--- src/rtl/rtc_bus_arbiter.sv ---
// RTC bus arbiter: shares one multiplexed RTC bus among init, write, crono and read requesters.
// Fixed priority with a read anti-starvation override, one transaction per grant, watchdog abort.
module rtc_bus_arbiter #(
  parameter int ADDR_W     = 8,
  parameter int DATA_W     = 8,
  parameter int TIMEOUT    = 128,
  parameter int STARVE_LIM = 4
) (
  input  logic                clk,
  input  logic                reset,
  input  logic [3:0]          req,
  input  logic [4*ADDR_W-1:0] addr_in,
  input  logic [4*DATA_W-1:0] data_in,
  input  logic [3:0]          rnw_in,
  input  logic                txn_done,
  output logic [ADDR_W-1:0]   address,
  output logic [DATA_W-1:0]   data,
  output logic                rnw,
  output logic                txn_start,
  output logic [3:0]          gnt,
  output logic [3:0]          ack,
  output logic                busy,
  output logic                timeout_err
);

  localparam int WCW = $clog2(TIMEOUT) + 1;
  localparam int SCW = $clog2(STARVE_LIM + 1);

  typedef enum logic [1:0] {IDLE, WAIT, DONE} state_t;

  state_t            state, state_nxt;
  logic [ADDR_W-1:0] address_nxt;
  logic [DATA_W-1:0] data_nxt;
  logic              rnw_nxt;
  logic              txn_start_nxt;
  logic [3:0]        gnt_nxt;
  logic [3:0]        ack_nxt;
  logic              busy_nxt;
  logic              timeout_err_nxt;
  logic [WCW-1:0]    wait_cnt, wait_nxt;
  logic [SCW-1:0]    starve_cnt, starve_nxt;
  logic [1:0]        win;
  logic              starved;

  assign starved = req[3] && (starve_cnt == SCW'(STARVE_LIM));

  always_comb begin
    win = 2'd3;
    if (req[0])      win = 2'd0;
    else if (starved) win = 2'd3;
    else if (req[1]) win = 2'd1;
    else if (req[2]) win = 2'd2;
  end

  always_comb begin
    state_nxt       = state;
    address_nxt     = address;
    data_nxt        = data;
    rnw_nxt         = rnw;
    txn_start_nxt   = 1'b0;
    gnt_nxt         = gnt;
    ack_nxt         = 4'b0000;
    busy_nxt        = busy;
    timeout_err_nxt = 1'b0;
    wait_nxt        = wait_cnt;
    starve_nxt      = starve_cnt;
    case (state)
      IDLE: begin
        if (!req[3]) starve_nxt = '0;
        if (req != 4'b0000) begin
          gnt_nxt       = 4'b0001 << win;
          address_nxt   = addr_in[int'(win)*ADDR_W +: ADDR_W];
          rnw_nxt       = rnw_in[win];
          data_nxt      = rnw_in[win] ? '0
                                      : data_in[int'(win)*DATA_W +: DATA_W];
          txn_start_nxt = 1'b1;
          busy_nxt      = 1'b1;
          wait_nxt      = '0;
          state_nxt     = WAIT;
          // init grants neither age nor relieve a waiting read
          if (win == 2'd3)
            starve_nxt = '0;
          else if (win != 2'd0 && req[3] && !starved)
            starve_nxt = starve_cnt + SCW'(1);
        end
      end
      WAIT: begin
        wait_nxt = wait_cnt + WCW'(1);
        if (!txn_start && txn_done) begin
          ack_nxt   = gnt;
          gnt_nxt   = 4'b0000;
          data_nxt  = '0;
          state_nxt = DONE;
        end else if (wait_cnt == WCW'(TIMEOUT - 1)) begin
          ack_nxt         = gnt;
          gnt_nxt         = 4'b0000;
          data_nxt        = '0;
          timeout_err_nxt = 1'b1;
          state_nxt       = DONE;
        end
      end
      DONE: begin
        busy_nxt  = 1'b0;
        state_nxt = IDLE;
      end
      default: state_nxt = IDLE;
    endcase
  end

  always_ff @(posedge clk) begin
    if (reset) begin
      state       <= IDLE;
      address     <= '0;
      data        <= '0;
      rnw         <= 1'b1;
      txn_start   <= 1'b0;
      gnt         <= 4'b0000;
      ack         <= 4'b0000;
      busy        <= 1'b0;
      timeout_err <= 1'b0;
      wait_cnt    <= '0;
      starve_cnt  <= '0;
    end else begin
      state       <= state_nxt;
      address     <= address_nxt;
      data        <= data_nxt;
      rnw         <= rnw_nxt;
      txn_start   <= txn_start_nxt;
      gnt         <= gnt_nxt;
      ack         <= ack_nxt;
      busy        <= busy_nxt;
      timeout_err <= timeout_err_nxt;
      wait_cnt    <= wait_nxt;
      starve_cnt  <= starve_nxt;
    end
  end

endmodule

--- config.mk ---
export PLATFORM = sky130hd
export DESIGN_NAME = rtc_bus_arbiter
export DESIGN_NICKNAME = d
export VERILOG_FILES = /design/src/rtl/rtc_bus_arbiter.sv
export SDC_FILE = /design/constraint.sdc
export NUM_CORES = 1
export LEC_CHECK = 0
export CORE_ASPECT_RATIO = 0.6
export CORE_UTILIZATION = 40
export DETAILED_ROUTE_END_ITERATION = 10
export PLACE_DENSITY = 0.84
export SYNTH_ARGS = -nofsm -noshare
export SYNTH_HDL_FRONTEND = slang
export SYNTH_SLANG_ARGS = --single-unit
--- constraint.sdc ---
create_clock -name clk -period 1.8 [get_ports clk]
set_input_delay 0.18 -clock clk [delete_from_list [all_inputs] [get_ports clk]]
set_output_delay 0.18 -clock clk [all_outputs]
set_load 0.1 [all_outputs]
==> reports/results.tsv <==
stage	metric	value	unit
outcome	status	completed	
synth	synth_ff_type	dfxtp_1	
synth	synth_edf_count	0	
placement	io_buffers	102	
clock_tree	clock-sinks	41	
finish	layout-drive-gt1-share	23.5	%
critical_path	critPathArrivalTime	1.91	ns
timing	worstMarginPinSlew	0.508	ns
synth	yosysMostFrequentCell	dfxtp_1	
die	die-width	95.2	um
hold_path	hold_path_startpoint	data[7]	
route	wl_met1	3410	um
die	core_area	0.00478	mm2
synth	synth_top_area_cell	dfxtp_1	
route	postRouteWirelength	7380	um
placement	dp.cells	417	
clock_tree	path_clk_slew	0.09	ns
global_route	grt_max_degree	18	
synth	ys_seq_area_share	39.4	%
placement	gp_congestion	0.849	
critical_path	critPathLaunch	wait_cnt[1]	
route	drt_iter0_drc	159	
power_and_ir_drop	power_leakage	1.38	nW
finish	diodes	0	
synth	synth_cell_types	44	
power_and_ir_drop	power	2.79	mW
clock_tree	clock_path_buffers	2	
route	top_layer	met4	
global_route	track_usage	27.4	%
timing	finalCriticalPeriod	1.70	ns
synth	synth_nets	313	
route	wl_met2	3250	um
route	drc	0	
hold_path	hold_path.class	register to register	
critical_path	cp_max_fo	9	
route	vias	2402	
synth	ys_warn_count	0	
die	initial_core_util	43.6	%
timing	drv_slew	0	
critical_path	crit_type	register to register	
clock_tree	cts_tree	yes	
global_route	grt_pass1_wl	11300	um
job	cap_viol_max_count	0	
die	dieArea	0.00551	mm2
global_route	overflow	0	
power_and_ir_drop	ir_drop	0.000628	V
synth	syn_area	0.00208	mm2
timing	finalCritPeriodShare	94.6	%
synth	avgSynthCellArea	8.87	um2
timing	fin_hold_ws	0.497	ns
synth	synth_top_area_share	39.4	%
timing	hold_viol_final	0	
route	route.met3.wl	665	um
die	row_count	19	
power_and_ir_drop	powerDensity	809	mW/mm2
route	drtAntennaViolNets	0	
clock_tree	cts_root_buf	clkbuf_8	
placement	dp_hpwl	5700	um
timing	clock.fmax	0.587	GHz
critical_path	rr_startpoint	wait_cnt[1]	
clock_tree	worstSkewPairLatency	0.31	ns
route	firstDrtPassIters	5	
clock_tree	numCtsBuffers	5	
die	die-height	57.9	um
finish	area_growth	65.7	%
synth	ys_ff_latch	41	
finish	fin_util	72.3	%
synth	synth-async-reset-ratio	0	%
synth	synthTopCellsByArea	dfxtp_1, a221oi_1, nor2_1	
die	ios	103	
critical_path	critPathLaunchType	register	
global_route	grt_pass1_vias	2249	
route	viasPerCell	5.65	
route	avgRoutedWirePerCell	17.4	um
clock_tree	cts_setup_buffers	0	
finish	final_cells	425	
synth	syn_inst	235	
critical_path	end_kind	register	
clock_tree	htreeDepth	2	
synth	synthTopCellsByCount	dfxtp_1, nor2_1, a221oi_1	
timing	finalSetupViolCount	0	
critical_path	cp.required	2.00	ns
global_route	antenna_found_initial	0	
timing	max_slew_margin	66.0	%
finish	nNetsFinal	439	
timing	skew	0.0119	ns
report_power, final:
group	internal, mW	leakage [nW]	switching, mW
Combinational	0.380	0.985	0.639
Sequential	0.968	0.336	0.0396
Clock	0.415	0.0543	0.353
placed cells by master, fill, tap and decap left out, types with 3 or more instances in the layout:
master / Yosys / routed
nor4_1: 5 / 3
clkbuf_8: 0 / 5
clkdlybuf4s50_1: 0 / 74
and2_1: 6 / 5
a211oi_1: 10 / 10
o2bb2ai_1: 8 / 8
buf_4: 3 / 61
o21ai_0: 13 / 13
nand3_1: 4 / 4
nand2_1: 8 / 8
a221oi_1: 16 / 16
dfxtp_1: 41 / 39
inv_1: 6 / 6
a22o_1: 9 / 9
a22oi_1: 9 / 9
nor2b_1: 11 / 11
nor2_1: 28 / 28
a21oi_1: 10 / 10
critical path: stages, from the launching register on:
cell     delay (ns)
dfxtp_1        0.36
ha_1           0.19
and4_4         0.24
a41oi_1        0.16
o211a_1        0.27
buf_12         0.15
a22o_1         0.23
cells by family (layout without fill, tap and decap cells):
kind of cell | after synthesis | after routing | synth area share, %
buffers and inverters | 25 | 152 | 6.00
adder cells (fa/ha/maj) | 3 | 3 | 1.80
flip-flops | 41 | 41 | 39.4
AND/OR/NAND/NOR | 76 | 76 | 19.5
AO/OA/AOI/OAI | 90 | 90 | 33.3
path summary, 6_finish.rpt:
kind,endpoint,cells past startpoint,slack [ns]
max reg2reg,data[1],6,0.1
min reg2reg,data[7],1,0.50
max,data[1],6,0.1
min,data[7],1,0.50
per-stage QoR:
stage          cell area (um2)  TNS [ns]  setup slack (ns)
4_1_cts                   3440         0            0.0671
3_3_place_gp              3310     -6.47            -0.297
5_1_grt                   3450  -0.00463          -0.00463
3_5_place_dp              3310     -6.43            -0.317
6_report                  3450         0            0.0968
2_1_floorplan             2090         0             0.117
area by class of cell:
type | count | area [um2]
fillers | 354 | 1320
repair buffers | 138 | 1250
multi-input cells | 169 | 1160
flip-flops and latches | 41 | 823
well taps | 63 | 78.8
clock buffers | 5 | 68.8
clock inverters | 3 | 46.3
inverters | 6 | 22.5
state kept, by name (all words and copies together) (netlist names):
register     flops
ack              4
address          8
busy             1
data             8
gnt              4
rnw              1
starve_cnt       3
state            2
timeout_err      1
txn_start        1
wait_cnt         8
what timing repair did:
action                                  in CTS  in global routing
resized for setup                            3                  6
hold buffers                                 0                  0
pin swaps                                    0                  0
endpoints found under the setup margin       6                 19
layer usage:
metal	GRT usage, %	up-vias
met5	0	-
met4	5.19	0
met3	6.82	6
met2	45.2	97
met1	36.8	1151
li1	-	1148
Power figures use the tool's default switching activity.
